**src/rtl/data_port_arbiter_if.sv**
```systemverilog
// ---------------------------------------------------------------------------
// data_port_arbiter_if
//
// Bundle of every bus signal around the data-port arbiter: the two requester
// ports (m0 = CPU core data port, m1 = boot loader / DMA) and the single
// downstream port into the address decoder / RAM / UART register file.
//
// Modports:
//   master - the environment side: drives requests and s_rdata, observes
//            grants, read returns and the downstream drive.
//   slave  - the arbiter side: consumes requests and s_rdata, drives grants,
//            read returns and the downstream port.
//
// Signal summary:
//   mX_req      transfer request, held until granted
//   mX_addr     30-bit word address
//   mX_wdata    32-bit write data
//   mX_wr       1 = write, 0 = read
//   mX_byte_en  byte lanes
//   mX_lock     ask to keep the grant next cycle
//   mX_gnt      transfer issued this cycle (combinational)
//   mX_rvalid   read data valid for this requester
//   mX_rdata    read data (always s_rdata, qualify with mX_rvalid)
//   s_*         downstream port drive, all zero when nothing issues
//   s_rdata     read data coming back from the downstream mux
// ---------------------------------------------------------------------------
interface data_port_arbiter_if;

    // Requester 0
    logic        m0_req;
    logic [29:0] m0_addr;
    logic [31:0] m0_wdata;
    logic        m0_wr;
    logic [3:0]  m0_byte_en;
    logic        m0_lock;
    logic        m0_gnt;
    logic        m0_rvalid;
    logic [31:0] m0_rdata;

    // Requester 1
    logic        m1_req;
    logic [29:0] m1_addr;
    logic [31:0] m1_wdata;
    logic        m1_wr;
    logic [3:0]  m1_byte_en;
    logic        m1_lock;
    logic        m1_gnt;
    logic        m1_rvalid;
    logic [31:0] m1_rdata;

    // Downstream port
    logic [29:0] s_addr;
    logic [31:0] s_wdata;
    logic        s_wr;
    logic [3:0]  s_byte_en;
    logic        s_addr_strobe;
    logic [31:0] s_rdata;

    modport master (
        output m0_req, m0_addr, m0_wdata, m0_wr, m0_byte_en, m0_lock,
        input  m0_gnt, m0_rvalid, m0_rdata,
        output m1_req, m1_addr, m1_wdata, m1_wr, m1_byte_en, m1_lock,
        input  m1_gnt, m1_rvalid, m1_rdata,
        input  s_addr, s_wdata, s_wr, s_byte_en, s_addr_strobe,
        output s_rdata
    );

    modport slave (
        input  m0_req, m0_addr, m0_wdata, m0_wr, m0_byte_en, m0_lock,
        output m0_gnt, m0_rvalid, m0_rdata,
        input  m1_req, m1_addr, m1_wdata, m1_wr, m1_byte_en, m1_lock,
        output m1_gnt, m1_rvalid, m1_rdata,
        output s_addr, s_wdata, s_wr, s_byte_en, s_addr_strobe,
        input  s_rdata
    );

endinterface

```
**src/rtl/data_port_arbiter.sv**
```systemverilog
// ---------------------------------------------------------------------------
// data_port_arbiter
//
// Two-requester arbiter for the single data-side memory/IO port.
//   - Per-cycle round-robin grant between m0 and m1.
//   - A requester may hold the grant with mX_lock for back-to-back transfers,
//     bounded to MAX_BURST consecutive grants while the other one waits.
//   - Read data is routed back to the issuing requester READ_LATENCY cycles
//     after issue through an owner-tagged shift pipe; the pipe never stalls.
//
// Parameters:
//   READ_LATENCY  cycles from read issue to valid s_rdata (1..4)
//   MAX_BURST     max consecutive locked grants under contention (2..255)
//
// Ports:
//   clk    system clock
//   rst_n  asynchronous active-low reset
//   bus    data_port_arbiter_if.slave (requester ports and downstream port)
// ---------------------------------------------------------------------------
module data_port_arbiter #(
    parameter int unsigned READ_LATENCY = 1,
    parameter int unsigned MAX_BURST    = 8
) (
    input  logic                 clk,
    input  logic                 rst_n,
    data_port_arbiter_if.slave   bus
);

    localparam logic [7:0] MaxBurst = 8'(MAX_BURST);

    // -----------------------------------------------------------------------
    // State
    // -----------------------------------------------------------------------
    logic                    last_owner_q, last_owner_d;
    logic                    lock_prev_q, lock_prev_d;   // owner issued last cycle with lock=1
    logic [7:0]              burst_cnt_q, burst_cnt_d;
    logic [READ_LATENCY-1:0] pipe_valid_q;
    logic [READ_LATENCY-1:0] pipe_owner_q;

    // -----------------------------------------------------------------------
    // Arbitration
    // -----------------------------------------------------------------------
    logic owner_req;
    logic locked;
    logic gnt0, gnt1;
    logic issue;

    always_comb begin
        owner_req = last_owner_q ? bus.m1_req : bus.m0_req;
        locked    = lock_prev_q && owner_req && (burst_cnt_q < MaxBurst);

        gnt0 = 1'b0;
        gnt1 = 1'b0;
        if (bus.m0_req && bus.m1_req) begin
            // Contention: the locked owner keeps the port, otherwise alternate.
            if (locked) begin
                gnt1 = last_owner_q;
            end else begin
                gnt1 = ~last_owner_q;
            end
            gnt0 = ~gnt1;
        end else begin
            gnt0 = bus.m0_req;
            gnt1 = bus.m1_req;
        end
        issue = gnt0 | gnt1;
    end

    // -----------------------------------------------------------------------
    // Granted-requester mux. Only the granted side is ever selected, so the
    // ungranted requester's inputs cannot leak into anything.
    // -----------------------------------------------------------------------
    logic [29:0] sel_addr;
    logic [31:0] sel_wdata;
    logic        sel_wr;
    logic [3:0]  sel_byte_en;
    logic        sel_lock;
    logic        other_req;

    always_comb begin
        sel_addr    = '0;
        sel_wdata   = '0;
        sel_wr      = 1'b0;
        sel_byte_en = '0;
        sel_lock    = 1'b0;
        other_req   = 1'b0;
        if (gnt0) begin
            sel_addr    = bus.m0_addr;
            sel_wdata   = bus.m0_wdata;
            sel_wr      = bus.m0_wr;
            sel_byte_en = bus.m0_byte_en;
            sel_lock    = bus.m0_lock;
            other_req   = bus.m1_req;
        end else if (gnt1) begin
            sel_addr    = bus.m1_addr;
            sel_wdata   = bus.m1_wdata;
            sel_wr      = bus.m1_wr;
            sel_byte_en = bus.m1_byte_en;
            sel_lock    = bus.m1_lock;
            other_req   = bus.m0_req;
        end
    end

    // -----------------------------------------------------------------------
    // Owner / burst bookkeeping
    // -----------------------------------------------------------------------
    always_comb begin
        last_owner_d = issue ? gnt1 : last_owner_q;
        lock_prev_d  = issue && sel_lock;

        if (!issue || !sel_lock) begin
            burst_cnt_d = '0;
        end else if (gnt1 != last_owner_q) begin
            // New owner: the count restarts, and this grant is the first of
            // its burst when the other side is already waiting.
            burst_cnt_d = other_req ? 8'd1 : 8'd0;
        end else if (other_req && (burst_cnt_q < MaxBurst)) begin
            burst_cnt_d = burst_cnt_q + 8'd1;
        end else begin
            // Saturated (or uncontended): hold. At MaxBurst the lock no longer
            // wins, so the waiting requester takes the very next grant.
            burst_cnt_d = burst_cnt_q;
        end
    end

    // -----------------------------------------------------------------------
    // Registers
    // -----------------------------------------------------------------------
    always_ff @(posedge clk or negedge rst_n) begin
        if (!rst_n) begin
            last_owner_q <= 1'b1;   // m0 wins the first contention
            lock_prev_q  <= 1'b0;
            burst_cnt_q  <= '0;
            pipe_valid_q <= '0;
            pipe_owner_q <= '0;
        end else begin
            last_owner_q    <= last_owner_d;
            lock_prev_q     <= lock_prev_d;
            burst_cnt_q     <= burst_cnt_d;
            // Writes push an empty slot so later reads keep their timing.
            pipe_valid_q[0] <= issue && !sel_wr;
            pipe_owner_q[0] <= gnt1;
            for (int i = 1; i < int'(READ_LATENCY); i++) begin
                pipe_valid_q[i] <= pipe_valid_q[i-1];
                pipe_owner_q[i] <= pipe_owner_q[i-1];
            end
        end
    end

    // -----------------------------------------------------------------------
    // Outputs
    // -----------------------------------------------------------------------
    always_comb begin
        bus.m0_gnt        = gnt0;
        bus.m1_gnt        = gnt1;

        bus.s_addr        = sel_addr;
        bus.s_wdata       = sel_wdata;
        bus.s_wr          = sel_wr;
        bus.s_byte_en     = sel_byte_en;
        bus.s_addr_strobe = issue;

        bus.m0_rvalid     = pipe_valid_q[READ_LATENCY-1] && !pipe_owner_q[READ_LATENCY-1];
        bus.m1_rvalid     = pipe_valid_q[READ_LATENCY-1] &&  pipe_owner_q[READ_LATENCY-1];
        bus.m0_rdata      = bus.s_rdata;
        bus.m1_rdata      = bus.s_rdata;
    end

endmodule

```
**src/flat_wrapper.sv**
```systemverilog
// flat-port wrapper written by rule: the top's interface ports become plain ports
module data_port_arbiter_flat 
#(
    parameter int unsigned READ_LATENCY = 1,
    parameter int unsigned MAX_BURST    = 8
)
  (clk, rst_n, bus_m0_req, bus_m0_addr, bus_m0_wdata, bus_m0_wr, bus_m0_byte_en, bus_m0_lock, bus_m0_gnt, bus_m0_rvalid, bus_m0_rdata, bus_m1_req, bus_m1_addr, bus_m1_wdata, bus_m1_wr, bus_m1_byte_en, bus_m1_lock, bus_m1_gnt, bus_m1_rvalid, bus_m1_rdata, bus_s_addr, bus_s_wdata, bus_s_wr, bus_s_byte_en, bus_s_addr_strobe, bus_s_rdata);
  data_port_arbiter_if bus_i ();
  input  logic clk;
  input  logic rst_n;
  input wire logic [$bits(bus_i.m0_req)-1:0] bus_m0_req;
  input wire logic [$bits(bus_i.m0_addr)-1:0] bus_m0_addr;
  input wire logic [$bits(bus_i.m0_wdata)-1:0] bus_m0_wdata;
  input wire logic [$bits(bus_i.m0_wr)-1:0] bus_m0_wr;
  input wire logic [$bits(bus_i.m0_byte_en)-1:0] bus_m0_byte_en;
  input wire logic [$bits(bus_i.m0_lock)-1:0] bus_m0_lock;
  output wire logic [$bits(bus_i.m0_gnt)-1:0] bus_m0_gnt;
  output wire logic [$bits(bus_i.m0_rvalid)-1:0] bus_m0_rvalid;
  output wire logic [$bits(bus_i.m0_rdata)-1:0] bus_m0_rdata;
  input wire logic [$bits(bus_i.m1_req)-1:0] bus_m1_req;
  input wire logic [$bits(bus_i.m1_addr)-1:0] bus_m1_addr;
  input wire logic [$bits(bus_i.m1_wdata)-1:0] bus_m1_wdata;
  input wire logic [$bits(bus_i.m1_wr)-1:0] bus_m1_wr;
  input wire logic [$bits(bus_i.m1_byte_en)-1:0] bus_m1_byte_en;
  input wire logic [$bits(bus_i.m1_lock)-1:0] bus_m1_lock;
  output wire logic [$bits(bus_i.m1_gnt)-1:0] bus_m1_gnt;
  output wire logic [$bits(bus_i.m1_rvalid)-1:0] bus_m1_rvalid;
  output wire logic [$bits(bus_i.m1_rdata)-1:0] bus_m1_rdata;
  output wire logic [$bits(bus_i.s_addr)-1:0] bus_s_addr;
  output wire logic [$bits(bus_i.s_wdata)-1:0] bus_s_wdata;
  output wire logic [$bits(bus_i.s_wr)-1:0] bus_s_wr;
  output wire logic [$bits(bus_i.s_byte_en)-1:0] bus_s_byte_en;
  output wire logic [$bits(bus_i.s_addr_strobe)-1:0] bus_s_addr_strobe;
  input wire logic [$bits(bus_i.s_rdata)-1:0] bus_s_rdata;
  assign bus_i.m0_req = bus_m0_req;
  assign bus_i.m0_addr = bus_m0_addr;
  assign bus_i.m0_wdata = bus_m0_wdata;
  assign bus_i.m0_wr = bus_m0_wr;
  assign bus_i.m0_byte_en = bus_m0_byte_en;
  assign bus_i.m0_lock = bus_m0_lock;
  assign bus_m0_gnt = bus_i.m0_gnt;
  assign bus_m0_rvalid = bus_i.m0_rvalid;
  assign bus_m0_rdata = bus_i.m0_rdata;
  assign bus_i.m1_req = bus_m1_req;
  assign bus_i.m1_addr = bus_m1_addr;
  assign bus_i.m1_wdata = bus_m1_wdata;
  assign bus_i.m1_wr = bus_m1_wr;
  assign bus_i.m1_byte_en = bus_m1_byte_en;
  assign bus_i.m1_lock = bus_m1_lock;
  assign bus_m1_gnt = bus_i.m1_gnt;
  assign bus_m1_rvalid = bus_i.m1_rvalid;
  assign bus_m1_rdata = bus_i.m1_rdata;
  assign bus_s_addr = bus_i.s_addr;
  assign bus_s_wdata = bus_i.s_wdata;
  assign bus_s_wr = bus_i.s_wr;
  assign bus_s_byte_en = bus_i.s_byte_en;
  assign bus_s_addr_strobe = bus_i.s_addr_strobe;
  assign bus_i.s_rdata = bus_s_rdata;
  data_port_arbiter #(.READ_LATENCY(READ_LATENCY), .MAX_BURST(MAX_BURST)) u_core (.clk(clk), .rst_n(rst_n), .bus(bus_i));
endmodule
```
**config.mk**
```make
export PLATFORM = sky130hd
export DESIGN_NAME = data_port_arbiter_flat
export DESIGN_NICKNAME = d
export VERILOG_FILES = /design/src/rtl/data_port_arbiter_if.sv /design/src/rtl/data_port_arbiter.sv /design/src/flat_wrapper.sv
export SDC_FILE = /design/constraint.sdc
export NUM_CORES = 1
export LEC_CHECK = 0
export ABC_AREA = 1
export ABC_CLOCK_PERIOD_IN_PS = 2050
export CORE_AREA = 2 2 119 121
export DETAILED_ROUTE_END_ITERATION = 6
export DIE_AREA = 0 0 121 123
export REMOVE_ABC_BUFFERS = 1
export SLEW_MARGIN = 5
export SYNTH_ARGS = -nofsm -noshare
export SYNTH_HDL_FRONTEND = slang
export SYNTH_SLANG_ARGS = --single-unit
```
**constraint.sdc**
```tcl
create_clock -name clk -period 2.05 [get_ports clk]
set_input_delay 0.41 -clock clk [delete_from_list [all_inputs] [get_ports clk]]
set_output_delay 0.41 -clock clk [all_outputs]
set_load 0.02 [all_outputs]
```
After elaboration in Yosys (flattened, before gate mapping)

Cells that the tools add are included.

Flip-flop bits (word level): 12
Bits of input ports: 172
Word-level logic and storage cells: 46
Output and inout bits: 136

Equality and inequality tests: 1
Reduce and logical (&&, ||, !) cells: 14
Bitwise gates (word level): 3
Add/subtract/negate cells: 1
Muxes and demuxes: 21
Magnitude comparators: 1

Operators by type and width:

| operator            | count |
|---|---|
| $mux 32             | 2 |
| $mux 30             | 2 |
| $mux 8              | 3 |
| $mux 1              | 12 |
| $add 8x1->8 const B | 1 |
| $logic_and 1x1->1   | 8 |
| $lt 8x4->1 const B  | 1 |
| $mux 4              | 2 |
| $logic_not 1->1     | 4 |
| $reduce_bool 3->1   | 1 |
| $not 1->1           | 2 |
| $logic_or 1x1->1    | 1 |
| $ne 1x1->1          | 1 |
| $or 1x1->1          | 1 |

Longest topological paths before layout

Gate-level depths: netlist (run 1).

Depth after elaboration: 12
Mapped depth: 11
Depth with buffers taken out: 11

Least setup slack after synthesis (run 1)

OpenSTA, ideal clock, no wires.

Path type: input -> output
From: input port bus_m1_req
To: output port bus_s_byte_en[0]
Data required time: 1640 ps
Path buffers: 2
Slack: 136 ps
Stages: 7
Data arrival time: 1504 ps
Cells stage by stage: buf_6 -> nand2_2 -> nor2_1 -> nand2_4 -> o21ai_4 -> buf_2 -> a22o_1

Cells in the longest elaborated chain, start to end: 8
Elaborated cells on any way between the ends: 11
Classes of those cells: 7 x mux; 1 x bitwise; 3 x reduce/logical

Ends and longest elaborated chain:

| item                            | line                    | text |
|---|---|---|
| from (decl)                     | flat_wrapper.sv:20      | `input wire logic [$bits(bus_i.m1_req)-1:0] bus_m1_req;` |
| $mux 1                          | data_port_arbiter.sv:49 | `owner_req = last_owner_q ? bus.m1_req : bus.m0_req;` |
| $logic_and 1x1->1 (2 in series) | data_port_arbiter.sv:50 | `locked = lock_prev_q && owner_req && (burst_cnt_q < MaxBurst);` |
| $mux 1                          | data_port_arbiter.sv:56 | `if (locked) begin` |
| $mux 1                          | data_port_arbiter.sv:54 | `if (bus.m0_req && bus.m1_req) begin` |
| $not 1->1                       | data_port_arbiter.sv:61 | `gnt0 = ~gnt1;` |
| $mux 1 *                        | data_port_arbiter.sv:54 |  |
| via bus_m0_gnt                  | flat_wrapper.sv:17      | `output wire logic [$bits(bus_i.m0_gnt)-1:0] bus_m0_gnt;` |
| $mux 4 *                        | data_port_arbiter.sv:87 | `if (gnt0) begin` |
| to (decl)                       | flat_wrapper.sv:32      | `output wire logic [$bits(bus_i.s_byte_en)-1:0] bus_s_byte_en;` |

The timed path passes the listed nets; every way through them passes the cells marked *. The select of a mux whose other input is x is not followed.

Worst setup path after layout (run 1)

From: register u_core.burst_cnt_q[5]
To: output port bus_s_wdata[26]

Cells in the longest elaborated chain, start to end: 7
Elaborated cells on any way between the ends: 9
Classes of those cells: 1 x order compare; 6 x mux; 1 x bitwise; 1 x reduce/logical

Ends and longest elaborated chain:

| item                                | line                                             | text |
|---|---|---|
| from (decl)                         | data_port_arbiter.sv:36                          | `logic [7:0] burst_cnt_q, burst_cnt_d;` |
| from (signal assigned)              | data_port_arbiter.sv:139                         | `burst_cnt_q <= burst_cnt_d;` |
| $lt 8x4->1 *                        | data_port_arbiter.sv:50                          |  |
| $logic_and 1x1->1 *                 | data_port_arbiter.sv:50                          |  |
| $mux 1 *                            | data_port_arbiter.sv:56                          |  |
| $mux 1 *                            | data_port_arbiter.sv:54                          |  |
| $mux 1 or $not 1->1 (tied branches) | data_port_arbiter.sv:54, data_port_arbiter.sv:61 |  |
| $mux 32 or $mux 1 (tied branches)   | data_port_arbiter.sv:94, data_port_arbiter.sv:54 |  |
| $mux 32 *                           | data_port_arbiter.sv:87                          |  |
| to (decl)                           | flat_wrapper.sv:30                               | `output wire logic [$bits(bus_i.s_wdata)-1:0] bus_s_wdata;` |

Mark *: on every way between the ends. The rest lies on a longest branch, timed or not. The select of a mux whose other input is x is not followed.

==> run metrics, run 1 <==
port bufs=211; antenna cells=0; Final Wtd Congestion=0.893; Int Power=1.30 mW; share of cells above drive strength 1=0.389; final antenna-violating net count=0; Crit-path slowest cell=dfrtp_1; hold endpoint=u_core.burst_cnt_q[4]$_DFFE_PN0P_; via density per instance=4.31; Critical Path Max Stage Delay=around 380 ps; Skew-Pair Late Insertion Delay=250 ps; Max Cap Viol=0; total CTS buffers=3; wire per inst=around 23 um; sw frac=0.351; worst path bufs/invs=3; clock power share=0.203; worst reg2reg endpoint=u_core.burst_cnt_q[3]$_DFFE_PN0P_; worst relative slew slack=0.612; Residual DRC=0; Min-Delay Path Depth=2; Pleak=1.99 nW; NetSw=0.705 mW; DP Cell Count=553; Worst path top cell family by delay=simple AND/OR/NAND/NOR gates; Final Hold Fails=0; row count=43; clock skew=about 3.2 ps; Initial Util=0.134; WHS=514 ps; Slew Limit Fails=0; post-synth cell types=24; H-tree depth=1; Worst Setup SP=u_core.burst_cnt_q[5]$_DFFE_PN0P_; die footprint=0.0149 mm2; synthesized netlist cell count=222; # setup viols final=77; R2R cell count=13; first-pass GRT wire length=17000 um; DRT iter0 DRCs=96; Core Area=0.0136 mm2; drt first pass iters=4; Tot Pwr=2.01 mW; CTS tree=done; kind of critical path=reg -> out; failing checks=setup timing; largest net degree at the start of global routing=37; Layout area overhead=145%; Die W=121 um; layout filler cell count=1368; clk sinks=12; final wirelength=13500 um; R2R Path Start=u_core.burst_cnt_q[5]$_DFFE_PN0P_; Max IR drop VDD=424 uV; CP Max Fanout=8; DR vias=2528; post-route insts no fill=586; final setup margin=-409 ps; IO Pins=between 300 and 400; Final nets=580; CTS max path bufs=2; fin util=0.328; syn avg cell area=8.21 um2; RSZ-0062 raised after global routing=yes; Worst Hold Launch=u_core.burst_cnt_q[4]$_DFFE_PN0P_; WP data required=~1600 ps; vias in the first global route=2479; final period utilization=1.20; CP startpoint kind=register; critical path cell sequence=nor2_2 > nand3_2 > nor2_4 > nor2_4 > nand2_4 > o21ai_4 > buf_12 > clkbuf_16 > a22o_4 > buf_12; CTS root buffer=clkbuf_16; arrival time at the worst endpoint=approximately 2100 ps; GR Overflow Total=0; synthesized area=0.00182 mm2; GRT Total Usage=0.159; Comb pwr share=0.668; Seq/Total Area, Yosys=0.166; yosys warns=0; register bit count reported by yosys=12; die height=123 um; Hold Crit Class=reg -> reg; Achievable Freq=0.407 GHz; DPL Wire Length=between 10000 and 15000 um; crit end category=primary output; Power Dens Cells=450 mW/mm2; CTS clk-pin slew, worst paths=40 ps; Final Critical Period=2460 ps; status=finished, violations left; FF-to-FF setup slack=-80 ps; Worst-Margin Slew=581 ps; initial antenna violation count=0; Reg power frac=0.128; worst slack, placed=-834 ps
==> power by group through the flow <==
stage	clock network (mW)	logic (mW)	registers [mW]
2_1_floorplan	0	0.409	0.258
3_3_place_gp	0	1.16	0.260
3_5_place_dp	0	1.16	0.260
4_1_cts	0.412	1.24	0.256
5_1_grt	0.428	1.41	0.257
6_report	0.408	1.34	0.257
==> Yosys cell counts <==
cell	instances	area [um2]
nand3_1	7	35.0
ha_1	1	12.5
a21oi_1	1	5.00
buf_6	5	56.3
buf_2	8	40.0
nand2_4	3	33.8
dfrtp_1	11	275
inv_2	1	3.75
xor2_1	1	8.76
a22o_1	66	578
nand3_2	2	20.0
nand4_1	4	25.0
o21ai_0	1	5.00
buf_4	66	495
nor2_1	8	30.0
nand2_2	3	18.8
o21ai_2	1	8.76
nand2_1	12	45.0
nor4_1	1	6.26
o21ai_1	3	15.0
nor2_2	2	12.5
o21ai_4	1	16.3
inv_1	13	48.8
dfstp_2	1	26.3
==> registers in the layout, indices dropped and copies added, names as in the netlist <==
name,count
u_core.burst_cnt_q,8
u_core.last_owner_q,1
u_core.pipe_valid_q,1
u_core.lock_prev_q,1
u_core.pipe_owner_q,1
==> cells in the final DEF (no fill, tap or decap) <==
master / Yosys / layout
a21oi_1: 1 / 1
a22o_1: 66 / 52
a22o_4: 0 / 14
buf_12: 0 / 16
buf_2: 8 / 7
buf_4: 66 / 37
buf_6: 5 / 54
clkbuf_16: 0 / 6
clkbuf_8: 0 / 1
clkdlybuf4s15_1: 0 / 1
clkdlybuf4s50_1: 0 / 140
dfrtp_1: 11 / 11
dfstp_2: 1 / 1
dlygate4sd2_1: 0 / 1
ha_1: 1 / 1
inv_1: 13 / 13
inv_6: 0 / 1
nand2_1: 12 / 11
nand2_2: 3 / 3
nand2_4: 3 / 4
nand3_1: 7 / 7
nand3_2: 2 / 1
nand3_4: 0 / 1
nand4_1: 4 / 4
nor2_1: 8 / 3
nor2_2: 2 / 4
nor2_4: 0 / 3
nor4_1: 1 / 1
o21ai_0: 1 / 1
o21ai_2: 1 / 4
o21ai_4: 1 / 1
xor2_1: 1 / 1
==> cells by family after synthesis <==
kind of cell | count (synthesis) | share of synthesized area
simple gates | 42 | 0.124
compound gates | 73 | 0.345
buf+inv | 93 | 0.354
xor+xnor | 1 | 0.00481
fa+ha+maj | 1 | 0.00687
flops | 12 | 0.166
==> worst max-delay path by stage <==
stage / end / cells after the start
CTS: bus_s_addr[24] / 10
global route: bus_s_wdata[23] / 10
finish: bus_s_wdata[26] / 10
global placement: bus_s_addr[26] / 8
detailed placement: bus_s_wdata[12] / 8
floorplan: bus_s_addr[0] / 8
==> per-stage QoR <==
step	cell area [um2]	TNS, ps
2_1_floorplan	1230	-14770
4_1_cts	4200	-21730
5_1_grt	4460	-29370
3_3_place_gp	3840	-49810
3_5_place_dp	3840	-49060
6_report	4460	-22520
==> final cells by class <==
| type | instances | area (um2) | share of cell area |
|---|---|---|---|
| Timing Repair Buffer | 259 | 2740 | 0.613 |
| Multi-Input combinational cell | 117 | 1050 | 0.236 |
| Sequential cell | 12 | 302 | 0.0676 |
| Tap cell | 180 | 225 | 0.0505 |
| Clock buffer | 4 | 88.8 | 0.0199 |
| Inverter | 14 | 57.6 | 0.0129 |
==> worst min-delay path: cells and delay by family (launching register included) <==
family | cells | cell delay (ps)
flops | 1 | 380
buf+inv | 1 | 60
simple gates | 1 | 40
==> timing repair <==
action,4_1_cts,5_1_grt
pin swaps,4,21
hold endpoints to repair,0,0
setup endpoints to repair,71,78
gates cloned,2,4
resized for setup,242,98
hold buffers,0,0
buffers inserted,11,14
==> layer usage <==
metal / vias to the layer above / part of all wire / track usage / wire length, um
met5: - / 0.0060 / 0.0521 / 81
met4: 4 / 0.0045 / 0.0167 / 61
met3: 11 / 0.15 / 0.101 / 2090
met2: 216 / 0.40 / 0.213 / 5350
met1: 1194 / 0.44 / 0.213 / 5930
li1: 1103 / - / - / -
Power figures use the tool's default switching activity.
==> run 2: changes to the inputs <==
--- a/config.mk
+++ b/config.mk
@@ -7,9 +7,12 @@
 export LEC_CHECK = 0
 export ABC_AREA = 1
 export ABC_CLOCK_PERIOD_IN_PS = 2050
-export CORE_AREA = 2 2 119 121
+export CELL_PAD_IN_SITES_DETAIL_PLACEMENT = 1
+export CELL_PAD_IN_SITES_GLOBAL_PLACEMENT = 2
+export CORE_MARGIN = 2
+export CORE_UTILIZATION = 10
 export DETAILED_ROUTE_END_ITERATION = 6
-export DIE_AREA = 0 0 121 123
+export PLACE_DENSITY_LB_ADDON = 0.1
 export REMOVE_ABC_BUFFERS = 1
 export SLEW_MARGIN = 5
 export SYNTH_ARGS = -nofsm -noshare
==> run 2 against run 1 <==
Routed wire length increased by 6.6%. Combinational power fell by 8%. Largest cell class unchanged. Clock power is 3% lower. Hold slack gained 23 ps. Critical path depth increased by 1. The flow still finishes with violations (setup timing).
==> run metrics, run 2 (same netlist as run 1, synthesis figures left out) <==
most used cell, CP=nor2_4; failing checks=setup timing (unchanged); total CTS buffers=3 (unchanged); Final Hold Fails=0 (unchanged); GRT Total Usage=0.137 (was 0.159); Core Area=0.0179 mm2 (was 0.0136 mm2); multi-input combinational cell area=965 um2 (was 0.00105 mm2); DR vias=2431 (was 2528); DPL Wire Length=10900 um (was 10200 um); most common cell after layout, fill and taps aside=clkdlybuf4s50_1 (unchanged); CTS Hold Bufs=0 (unchanged); max reg flops=8 (unchanged); Worst path top cell family by delay=buffers and inverters (was simple AND/OR/NAND/NOR gates); Achievable Freq=0.418 GHz (was 0.407 GHz); largest net degree at the start of global routing=17 (was 37); GR Overflow Total=0 (unchanged); Layout area overhead=135% (was 145%); CP startpoint kind=register (unchanged); drt first pass iters=4 (unchanged); H-tree depth=1 (unchanged); Pleak=1.90 nW (was 1.99 nW); initial antenna violation count=0 (unchanged); CTS tree=done (unchanged); wire per inst=22.9 um (was 23.1 um); final setup margin=-340 ps (was -409 ps); IO Pins=308 (unchanged); CTS root buffer=clkbuf_16 (unchanged); Die W=139 um (was 121 um); Final nets=573 (was 580); row count=49 (was 43); antenna cells=0 (unchanged); via density per instance=3.87 (was 4.31); worst relative slew slack=0.614 (was 0.612); Skew-Pair Late Insertion Delay=240 ps (was 250 ps); Residual DRC=0 (unchanged); post-route insts no fill=628 (was 586); final wirelength=14400 um (was 13500 um); DP Cell Count=607 (was 553); share of cells above drive strength 1=0.343 (was 0.389); vias in the first global route=2469 (was 2479); critical path cell sequence=nor2_4 > nand3_4 > nor2_4 > nor2_4 > nand2_4 > o21ai_4 > buf_12 > buf_12 > buf_16 > a22o_1 > buf_6 (was nor2_2 > nand3_2 > nor2_4 > nor2_4 > nand2_4 > o21ai_4 > buf_12 > clkbuf_16 > a22o_4 > buf_12); Initial Util=0.102 (was 0.134); register area=302 um2 (unchanged); die footprint=0.0193 mm2 (was 0.0149 mm2); Critical Path Max Stage Delay=400 ps (was 380 ps); CTS max path bufs=2 (unchanged); port bufs=211 (unchanged); Max Cap Viol=0 (unchanged); Max IR drop VDD=204 uV (was 424 uV); Final Cell Area=0.00429 mm2 (was 0.00446 mm2); Biggest register=u_core.burst_cnt_q (unchanged); final period utilization=1.17 (was 1.20); clk sinks=12 (unchanged); Final Critical Period=2390 ps (was 2460 ps); Slew Limit Fails=0 (unchanged); final antenna-violating net count=0 (unchanged); kind of critical path=reg -> out (unchanged); Hold Crit Class=in -> async (was reg -> reg); arrival time at the worst endpoint=1980 ps (was 2050 ps); die height=139 um (was 123 um); first-pass GRT wire length=19700 um (was 17000 um); layout filler cell count=2078 (was 1368); Power Dens Cells=438 mW/mm2 (was 450 mW/mm2); worst path bufs/invs=4 (was 3); status=finished, violations left (unchanged); most frequent cells in the layout=clkdlybuf4s50_1, a22o_1, buf_6, buf_4, buf_2 (was clkdlybuf4s50_1, buf_6, a22o_1, buf_4, buf_12); Crit-path slowest cell=dfrtp_1 (unchanged); CTS clk-pin slew, worst paths=40 ps (about the same); # setup viols final=73 (was 77); crit end category=primary output (unchanged); Final Wtd Congestion=0.767 (was 0.893); clock skew=4.13 ps (was 3.19 ps); DRT iter0 DRCs=67 (was 96); Worst-Margin Slew=578 ps (was 581 ps); RSZ-0062 raised after global routing=yes (unchanged); CP Max Fanout=7 (was 8); WP data required=1640 ps (about the same); Placed Area=0.00385 mm2 (was 0.00384 mm2)
==> run 2: cell types whose count changed in the layout (fill, tap and decap cells not counted), moves of 5 or more <==
| cell | delta |
|---|---|
| buf_2 | +19 |
| buf_6 | -16 |
| a22o_1 | +13 |
| a22o_4 | -13 |
| buf_4 | -10 |
| buf_12 | -7 |
| buf_16 | +5 |
==> run 2: worst reg2reg max path: stages (launching register included) <==
cell     delay [ps]
dfrtp_1         400
nor2_4          140
nand3_4         120
nor2_4          120
nor2_4           40
nand2_4          70
o21ai_4          60
buf_12          150
buf_12          130
buf_16          130
buf_6           110
buf_6           110
nand2_4          70
nand2_8          70
buf_6           130
nand4_1          60
o21ai_1          70
==> run 2: final timing paths <==
| path | start | to | slack [ps] | cells after the start |
|---|---|---|---|---|
| min in group clk | u_core.burst_cnt_q[7]$_DFFE_PN0P_ | u_core.burst_cnt_q[7]$_DFFE_PN0P_ | 540 | 2 |
| worst max register to register | u_core.burst_cnt_q[4]$_DFFE_PN0P_ | u_core.burst_cnt_q[2]$_DFFE_PN0P_ | -40 | 16 |
| worst min-delay path | rst_n | u_core.burst_cnt_q[2]$_DFFE_PN0P_ | 540 | 1 |
| worst max-delay path | u_core.burst_cnt_q[4]$_DFFE_PN0P_ | bus_s_addr[2] | -340 | 11 |
| worst min register to register | u_core.burst_cnt_q[7]$_DFFE_PN0P_ | u_core.burst_cnt_q[7]$_DFFE_PN0P_ | 540 | 2 |
| max in group asynchronous | rst_n | u_core.burst_cnt_q[0]$_DFFE_PN0P_ | 1130 | 1 |
==> run 2: repair_timing <==
action / 4_1_cts / 5_1_grt
setup buffers: 7 / 6
pin swaps: 7 / 9
gates cloned: 6 / 2
resized for setup: 329 / 55
setup endpoints to repair: 70 / 79
==> run 2: power by group <==
group	internal, mW	switching (mW)
combinational	0.694	0.534
clock	0.294	0.101
sequential	0.249	0.00730
==> run 2: cell type report <==
cell class	count	area share
timing repair buffer	252	0.603
multi-input combinational	117	0.225
sequential	12	0.0703
tap	229	0.0668
clock buffer	4	0.0207
inverter	14	0.0140
==> run 2: metal layers <==
metal	up-vias	wire, um	global-route usage
met4	0	88	0.0128
met5	-	0	0.0125
met2	182	6740	0.225
met1	1147	5730	0.162
li1	1096	-	-
met3	6	1840	0.0787
==> run 2: metrics by stage <==
stage	utilization	setup WS (ps)	power, mW	hold slack (ps)	setup TNS (ps)
after global placement	0.215	-911	1.37	498	-55520
after global routing	0.239	-435	1.99	573	-28740
final	0.239	-340	1.88	536	-21110
after CTS	0.228	-433	1.84	511	-22230
after detailed placement	0.215	-895	1.37	504	-55180
after floorplan	-	-221	0.666	114	-14770
